<file path="config.mk">
export PLATFORM = sky130hd
export DESIGN_NAME = spi_flash_read_seq_flat
export DESIGN_NICKNAME = d
export VERILOG_FILES = /design/src/rtl/spi_flash_read_seq_if.sv /design/src/rtl/spi_flash_read_seq.sv /design/src/flat_wrapper.sv
export SDC_FILE = /design/constraint.sdc
export NUM_CORES = 1
export LEC_CHECK = 0
export ABC_AREA = 1
export CAP_MARGIN = 5
export CORE_UTILIZATION = 46
export CTS_CLUSTER_SIZE = 16
export DETAILED_ROUTE_END_ITERATION = 10
export PLACE_DENSITY = 0.86
export SLEW_MARGIN = 20
export SYNTH_ARGS = -nofsm -noshare
export SYNTH_HDL_FRONTEND = slang
export SYNTH_SLANG_ARGS = --single-unit
</file>
<file path="constraint.sdc">
create_clock -name clk_i -period 2 [get_ports clk_i]
set_input_delay 0.3 -clock clk_i [delete_from_list [all_inputs] [get_ports clk_i]]
set_output_delay 0.3 -clock clk_i [all_outputs]
set_load 0.03 [all_outputs]
</file>
<file path="src/rtl/spi_flash_read_seq_if.sv">
// Wishbone register-port bus between the flash read sequencer and simple_spi.
// The master drives the strobe/address/write side; the slave returns read data and ack.
interface spi_flash_read_seq_if;
   logic       m_cyc_o;
   logic       m_stb_o;
   logic       m_we_o;
   logic [2:0] m_adr_o;
   logic [7:0] m_dat_o;
   logic [7:0] m_dat_i;
   logic       m_ack_i;

   modport master (
      output m_cyc_o, m_stb_o, m_we_o, m_adr_o, m_dat_o,
      input  m_dat_i, m_ack_i
   );

   modport slave (
      input  m_cyc_o, m_stb_o, m_we_o, m_adr_o, m_dat_o,
      output m_dat_i, m_ack_i
   );
endinterface

</file>
<file path="src/rtl/spi_flash_read_seq.sv">
// SPI-flash READ (0x03) sequencer over simple_spi: one WB access in flight, one byte in flight.
// Bus accesses start the edge after the state is entered; the payload stream holds while rd_ready_i is low.
module spi_flash_read_seq #(
   parameter int         LEN_W    = 16,
   parameter int         SS_IDX   = 0,
   parameter logic [7:0] SPCR_CFG = 8'h40,
   parameter logic [7:0] SPER_CFG = 8'h00
) (
   input  logic                 clk_i,
   input  logic                 rst_i,
   input  logic                 req_valid_i,
   output logic                 req_ready_o,
   input  logic [23:0]          req_addr_i,
   input  logic [LEN_W-1:0]     req_len_i,
   output logic                 rd_valid_o,
   input  logic                 rd_ready_i,
   output logic [7:0]           rd_data_o,
   output logic                 done_o,
   spi_flash_read_seq_if.master bus
);

   typedef enum logic [3:0] {
      S_CFG_SPCR, S_CFG_SPER, S_IDLE, S_SS_ON, S_TX,
      S_POLL, S_RX, S_OUT, S_SS_OFF, S_DONE
   } state_t;

   localparam logic [2:0] ADR_SPCR = 3'd0;
   localparam logic [2:0] ADR_SPSR = 3'd1;
   localparam logic [2:0] ADR_SPDR = 3'd2;
   localparam logic [2:0] ADR_SPER = 3'd3;
   localparam logic [2:0] ADR_SS   = 3'd4;
   localparam logic [7:0] SS_MASK  = 8'h01 << SS_IDX;

   state_t           state_q, state_d;
   logic             cyc_q, we_q;
   logic [2:0]       adr_q;
   logic [7:0]       dat_q;
   logic [23:0]      addr_q;
   logic [LEN_W-1:0] rem_q;
   logic [2:0]       k_q;
   logic [7:0]       rd_data_q;

   logic             acc_req, acc_we, ack_ok;
   logic [2:0]       acc_adr;
   logic [7:0]       acc_dat, tx_byte;

   assign ack_ok = cyc_q & bus.m_ack_i;

   always_comb begin
      tx_byte = 8'h00;
      case (k_q)
         3'd0:    tx_byte = 8'h03;
         3'd1:    tx_byte = addr_q[23:16];
         3'd2:    tx_byte = addr_q[15:8];
         3'd3:    tx_byte = addr_q[7:0];
         default: tx_byte = 8'h00;
      endcase
   end

   always_comb begin
      state_d = state_q;
      acc_req = 1'b0;
      acc_we  = 1'b0;
      acc_adr = 3'd0;
      acc_dat = 8'h00;
      case (state_q)
         S_CFG_SPCR: begin
            acc_req = 1'b1; acc_we = 1'b1; acc_adr = ADR_SPCR; acc_dat = SPCR_CFG;
            if (ack_ok) state_d = S_CFG_SPER;
         end
         S_CFG_SPER: begin
            acc_req = 1'b1; acc_we = 1'b1; acc_adr = ADR_SPER; acc_dat = SPER_CFG;
            if (ack_ok) state_d = S_IDLE;
         end
         S_IDLE: if (req_valid_i) state_d = S_SS_ON;
         S_SS_ON: begin
            acc_req = 1'b1; acc_we = 1'b1; acc_adr = ADR_SS; acc_dat = SS_MASK;
            if (ack_ok) state_d = S_TX;
         end
         S_TX: begin
            acc_req = 1'b1; acc_we = 1'b1; acc_adr = ADR_SPDR; acc_dat = tx_byte;
            if (ack_ok) state_d = S_POLL;
         end
         S_POLL: begin
            // SPSR bit0 is rfempty: keep polling until the exchanged byte lands
            acc_req = 1'b1; acc_adr = ADR_SPSR;
            if (ack_ok && !bus.m_dat_i[0]) state_d = S_RX;
         end
         S_RX: begin
            acc_req = 1'b1; acc_adr = ADR_SPDR;
            if (ack_ok) begin
               if (k_q[2])                             state_d = S_OUT;
               else if (k_q == 3'd3 && rem_q == '0)    state_d = S_SS_OFF;
               else                                    state_d = S_TX;
            end
         end
         S_OUT: begin
            if (rd_ready_i) state_d = (rem_q == LEN_W'(1)) ? S_SS_OFF : S_TX;
         end
         S_SS_OFF: begin
            acc_req = 1'b1; acc_we = 1'b1; acc_adr = ADR_SS; acc_dat = 8'h00;
            if (ack_ok) state_d = S_DONE;
         end
         S_DONE:  state_d = S_IDLE;
         default: state_d = S_CFG_SPCR;
      endcase
   end

   always_ff @(posedge clk_i or posedge rst_i) begin
      if (rst_i) state_q <= S_CFG_SPCR;
      else       state_q <= state_d;
   end

   // cyc drops on the ack edge; the next state's access starts one cycle later
   always_ff @(posedge clk_i or posedge rst_i) begin
      if (rst_i) begin
         cyc_q <= 1'b0;
         we_q  <= 1'b0;
         adr_q <= 3'd0;
         dat_q <= 8'h00;
      end else if (cyc_q) begin
         if (bus.m_ack_i) cyc_q <= 1'b0;
      end else if (acc_req) begin
         cyc_q <= 1'b1;
         we_q  <= acc_we;
         adr_q <= acc_adr;
         dat_q <= acc_dat;
      end
   end

   always_ff @(posedge clk_i or posedge rst_i) begin
      if (rst_i) begin
         addr_q    <= 24'h0;
         rem_q     <= '0;
         k_q       <= 3'd0;
         rd_data_q <= 8'h00;
      end else begin
         if (state_q == S_IDLE && req_valid_i) begin
            addr_q <= req_addr_i;
            rem_q  <= req_len_i;
            k_q    <= 3'd0;
         end
         if (state_q == S_RX && ack_ok) begin
            if (k_q[2]) rd_data_q <= bus.m_dat_i;
            else        k_q       <= k_q + 3'd1;
         end
         if (state_q == S_OUT && rd_ready_i) rem_q <= rem_q - LEN_W'(1);
      end
   end

   assign bus.m_cyc_o = cyc_q;
   assign bus.m_stb_o = cyc_q;
   assign bus.m_we_o  = we_q;
   assign bus.m_adr_o = adr_q;
   assign bus.m_dat_o = dat_q;

   assign req_ready_o = (state_q == S_IDLE);
   assign rd_valid_o  = (state_q == S_OUT);
   assign rd_data_o   = rd_data_q;
   assign done_o      = (state_q == S_DONE);

endmodule
</file>
<file path="src/flat_wrapper.sv">
// flat-port wrapper written by rule: the top's interface ports become plain ports
module spi_flash_read_seq_flat 
#(
   parameter int         LEN_W    = 16,
   parameter int         SS_IDX   = 0,
   parameter logic [7:0] SPCR_CFG = 8'h40,
   parameter logic [7:0] SPER_CFG = 8'h00
)
  (clk_i, rst_i, req_valid_i, req_ready_o, req_addr_i, req_len_i, rd_valid_o, rd_ready_i, rd_data_o, done_o, bus_m_cyc_o, bus_m_stb_o, bus_m_we_o, bus_m_adr_o, bus_m_dat_o, bus_m_dat_i, bus_m_ack_i);
  spi_flash_read_seq_if bus_i ();
  input  logic clk_i;
  input  logic rst_i;
  input  logic req_valid_i;
  output logic req_ready_o;
  input  logic [23:0] req_addr_i;
  input  logic [LEN_W-1:0] req_len_i;
  output logic rd_valid_o;
  input  logic rd_ready_i;
  output logic [7:0] rd_data_o;
  output logic done_o;
  output wire logic [$bits(bus_i.m_cyc_o)-1:0] bus_m_cyc_o;
  output wire logic [$bits(bus_i.m_stb_o)-1:0] bus_m_stb_o;
  output wire logic [$bits(bus_i.m_we_o)-1:0] bus_m_we_o;
  output wire logic [$bits(bus_i.m_adr_o)-1:0] bus_m_adr_o;
  output wire logic [$bits(bus_i.m_dat_o)-1:0] bus_m_dat_o;
  input wire logic [$bits(bus_i.m_dat_i)-1:0] bus_m_dat_i;
  input wire logic [$bits(bus_i.m_ack_i)-1:0] bus_m_ack_i;
  assign bus_m_cyc_o = bus_i.m_cyc_o;
  assign bus_m_stb_o = bus_i.m_stb_o;
  assign bus_m_we_o = bus_i.m_we_o;
  assign bus_m_adr_o = bus_i.m_adr_o;
  assign bus_m_dat_o = bus_i.m_dat_o;
  assign bus_i.m_dat_i = bus_m_dat_i;
  assign bus_i.m_ack_i = bus_m_ack_i;
  spi_flash_read_seq #(.LEN_W(LEN_W), .SS_IDX(SS_IDX), .SPCR_CFG(SPCR_CFG), .SPER_CFG(SPER_CFG)) u_core (.clk_i(clk_i), .rst_i(rst_i), .req_valid_i(req_valid_i), .req_ready_o(req_ready_o), .req_addr_i(req_addr_i), .req_len_i(req_len_i), .rd_valid_o(rd_valid_o), .rd_ready_i(rd_ready_i), .rd_data_o(rd_data_o), .done_o(done_o), .bus(bus_i));
endmodule
</file>
Word level (Yosys, flattened, before mapping)
Index checks and enable logic that the tools add are counted.
- bitwise logic cells: 2
- equality and inequality tests: 22
- mux-type cells: 26
- reduce and logical (&&, ||, !) cells: 17
- add/sub/neg operators: 2
- operator list (operator ; number):
    $mux W4 ; 12
    $pmux W4 S10 ; 1
    $mux W16 ; 2
    $pmux W8 S4 ; 1
    $pmux W8 S3 ; 1
    $eq A16 B1 Y1 const B ; 1
    $eq A4 B3 Y1 const B ; 4
    $logic_not A16 Y1 ; 1
    $ne A2 B1 Y1 const B ; 8
    $sub A16 B1 Y16 const B ; 1
    $pmux W3 S4 ; 1
    $mux W3 ; 3
    $reduce_and A9 Y1 ; 1
    $eq A4 B2 Y1 const B ; 2
    $eq A4 B4 Y1 const B ; 2
    $reduce_or A7 Y1 ; 1
    $eq A3 B2 Y1 const B ; 2
    $logic_and A1 B1 Y1 ; 5
    $mux W1 ; 5
    $reduce_or A5 Y1 ; 1
    $eq A4 B1 Y1 const B ; 1
    $logic_not A4 Y1 ; 1
    $reduce_and A2 Y1 ; 2
    $reduce_or A2 Y1 ; 2
    8 further kinds ; 8
- logic and storage cells: 78
- output and inout port bits: 25
- flip-flop bits (word level): 68

Logic depth before layout (Yosys ltp)
- word-level depth: 6
- gate-level depth with buffers: 10

Worst setup path before layout
No wires, ideal clock.
- path kind: register to output
- from: register u_core.state_q[1]
- to: output done_o
- buffers on the path: 1
- data arrival time: 1.504 ns
- setup slack: 0.196 ns
- data required time: 1.700 ns
- stages on the path, launching flop included: 3
- path through: dfrtp_1 buf_4 nor4_1
- cells in the longest elaborated chain, start to end: 1
- ends and longest elaborated chain (what ; RTL line ; RTL):
    from (decl) ; spi_flash_read_seq.sv:34 ; state_t state_q, state_d;
    from (signal assigned) ; spi_flash_read_seq.sv:111 ; else state_q <= state_d;
    $eq A4 B4 Y1 ; spi_flash_read_seq.sv:160 ; assign done_o = (state_q == S_DONE);
    to (decl) ; flat_wrapper.sv:20 ; output logic done_o;
Every way passes these cells.

Final worst setup path
- from: register u_core.state_q[3]
- to: output rd_valid_o
- cells in the longest elaborated chain, start to end: 1
- ends and longest elaborated chain (what ; RTL line ; RTL):
    $eq A4 B3 Y1 ; spi_flash_read_seq.sv:158 ; assign rd_valid_o = (state_q == S_OUT);
    to (decl) ; flat_wrapper.sv:17 ; output logic rd_valid_o;
Every way passes these cells.

==> flow_summary.json <==
{
  "wl_mm": 8.90,
  "ys_async_sr_fraction": 1.00,
  "met2_usage": 0.391,
  "rsz0062_at_grt": "false",
  "critPathKind": "reg2out",
  "coreArea_um2": 7410,
  "drive_above_1_share": 0.0750,
  "rows": 31,
  "vias": 3525,
  "finalClockSkew_ns": 0.0145,
  "layout_min_cycle_time_ns": 1.93,
  "clk_pin_slew_ns": 0.08,
  "start_util": 0.488,
  "place_hpwl_mm": 6.38,
  "final.period_utilization": 0.963,
  "yosys_warnings": 0,
  "synth_nets": 545,
  "antenna_found_initial": 0,
  "first_pass_iters": 5,
  "nets": 628,
  "drt-initial-drc-count": 238,
  "grt_pass1_vias": 3516,
  "drv_cap": 0,
  "p_leak_nw": 2.29,
  "synth_edf_count": 0,
  "wl_per_cell_um": 13.2,
  "drcViolationCount": 0,
  "clk_latency_ns": 0.35,
  "layout.cells.non_filler": 672,
  "crit_fanout": 7,
  "cp-start-kind": "flop",
  "vdd_ir_drop_max_v": 0.000521,
  "critPathCaptureType": "primary output",
  "grt_pass1_wl_mm": 15.6,
  "synth.cell_area_um2": 3610,
  "fmax_mhz": 519,
  "clock-sinks": 68,
  "numCtsBuffers": 9,
  "hold_path.class": "in2async",
  "htree_levels": 3,
  "grt_max_degree": 69,
  "power.density_nw_per_um2": 1350,
  "track_usage": 0.235,
  "postCtsHoldBufs": 0,
  "syn2layout_area_growth_pct": 30.5,
  "met3_usage": 0.0387,
  "final_cell_mix": "208 x nand2_1, 74 x clkdlybuf4s50_1, 68 x dfrtp_1",
  "clock_path_buffers": 2,
  "endpoint": "rd_valid_o",
  "cp.required_ns": 1.70,
  "pre_cts_slack_ns": 0.126,
  "final_common_cell": "nand2_1",
  "cp-startpoint": "u_core.state_q[3]$_DFFE_PP0P_",
  "netlist_instances": 485,
  "fillers": 632,
  "status": "finished clean",
  "fin_hold_ws_ns": 0.380,
  "finalSetupViolations": 0,
  "die_y_um": 90.6,
  "cp.arrival_ns": 1.63,
  "die-area_um2": 8210,
  "crit-reg2reg-launch": "u_core.state_q[0]$_DFFE_PP0P_",
  "antenna_left": 0,
  "worst_slack_ns": 0.0747,
  "setup-tns-final_ns": 0,
  "cts_root_buf": "clkbuf_8",
  "max_slew_margin": 0.629,
  "ys_types": 36,
  "viasPerCell": 5.25,
  "synth_seq_area_share": 0.471,
  "r2r_setup_slack_ns": 0.25,
  "synth_ff_type": "dfrtp_1",
  "hold_viol": 0,
  "met1_usage": 0.295,
  "r2r_cells": 7,
  "gp_congestion": 0.886,
  "pin_count": 78,
  "place_inst": 656,
  "grt_overflow": 0,
  "grt_busiest_layer": "met2",
  "synth.ff_latch_count": 68,
  "cts_tree": "yes",
  "tightest_slew_ns": 0.553,
  "r2r_end": "u_core.k_q[2]$_DFF_PP0_",
  "cts_setup_buffers": 0,
  "port-buffer-count": 77,
  "diodes": 0,
  "slew_violations": 0,
  "die_w_um": 90.6,
  "avgSynthCellArea_um2": 7.45
}
[report_power, final]
part           total [mW]  internal, mW  switching, mW
Clock                1.28         0.741          0.540
Sequential           2.36          1.92          0.440
Combinational        2.72          1.03           1.69
Total                6.36          3.69           2.67
[routing by layer]
| layer | up-vias | part of all wire |
|---|---|---|
| met5 | - | 0 |
| met4 | 0 | 0.027 |
| met3 | 25 | 0.065 |
| met2 | 140 | 0.48 |
| met1 | 1661 | 0.42 |
| li1 | 1699 | - |
[layout make-up]
cell class / count / area (µm²) / share of cell area
inverters: 39 / 151 / 0.0321
clock buffers: 11 / 141 / 0.0300
well taps: 99 / 124 / 0.0263
flip-flops and latches: 68 / 1700 / 0.361
clock inverters: 5 / 85.1 / 0.0180
multi-input cells: 363 / 1660 / 0.352
repair buffers: 87 / 853 / 0.181
[flip-flops by register name (all words and copies together) (netlist names)]
name                cells
u_core.bus.m_adr_o      3
u_core.state_q          4
u_core.k_q              3
u_core.rd_data_o        8
u_core.bus.m_dat_o      8
u_core.bus.m_we_o       1
u_core.bus.m_cyc_o      1
u_core.addr_q          24
u_core.rem_q           16
[kinds of logic after synthesis]
kind of cell	after synthesis	share of synthesized area
AO/OA/AOI/OAI	47	0.0779
buffers and inverters	54	0.0696
adder cells (fa/ha/maj)	7	0.0242
AND/OR/NAND/NOR	307	0.352
flip-flops	68	0.471
XOR/XNOR	2	0.00485
[synthesized netlist by cell type (2+ instances only)]
| cell type | count | area [µm²] |
|---|---|---|
| o21ai_1 | 2 | 10.0 |
| o22ai_1 | 2 | 12.5 |
| nor2_1 | 37 | 139 |
| nand2_1 | 208 | 781 |
| o211ai_1 | 10 | 75.1 |
| buf_2 | 5 | 25.0 |
| buf_4 | 7 | 52.6 |
| a21oi_1 | 6 | 30.0 |
| ha_1 | 7 | 87.6 |
| xor2_1 | 2 | 17.5 |
| nand4_1 | 2 | 12.5 |
| o21ai_0 | 20 | 100 |
| nand2_2 | 4 | 25.0 |
| nand2_4 | 2 | 22.5 |
| nor2_2 | 2 | 12.5 |
| buf_6 | 2 | 22.5 |
| nand3_1 | 45 | 225 |
| o21a_1 | 2 | 15.0 |
| inv_1 | 35 | 131 |
| dfrtp_1 | 68 | 1700 |
| inv_2 | 2 | 7.51 |
[worst min path at each step]
| stage | startpoint | to | slack [ns] | depth (start not counted) |
|---|---|---|---|---|
| finish | rst_i | u_core.rd_data_o[4]$_DFFE_PP0P_ | 0.38 | 3 |
| global placement | u_core.rd_data_o[7]$_DFFE_PP0P_ | u_core.rd_data_o[7]$_DFFE_PP0P_ | 0.45 | 2 |
| floorplan | bus_m_ack_i | u_core.bus.m_cyc_o$_DFF_PP0_ | 0.41 | 1 |
| global route | rst_i | u_core.rd_data_o[2]$_DFFE_PP0P_ | 0.44 | 3 |
| detailed placement | u_core.bus.m_adr_o[0]$_DFFE_PP0P_ | u_core.bus.m_adr_o[0]$_DFFE_PP0P_ | 0.46 | 2 |
| CTS | rst_i | u_core.rd_data_o[5]$_DFFE_PP0P_ | 0.40 | 3 |
[critical path, stage by stage (launching register included)]
cell and delay, ns:
dfrtp_1 0.42, inv_2 0.13, nand2_1 0.16, nor2_4 0.19, clkdlybuf4s15_1 0.39
[through the flow]
step | cell area, µm² | power [mW] | util
final | 4720 | 6.36 | 0.637
after detailed placement | 4500 | 5.06 | 0.607
after global placement | 4500 | 4.95 | 0.607
after global routing | 4720 | 6.85 | 0.637
after floorplan | 3620 | 4.21 | -
after CTS | 4720 | 6.36 | 0.637
[timing repair]
action | 4_1_cts | 5_1_grt
gates cloned | 0 | 0
pin swaps | 0 | 0
setup endpoints to repair | 3 | 3
gates resized for setup | 3 | 5
Power figures use the tool's default switching activity.
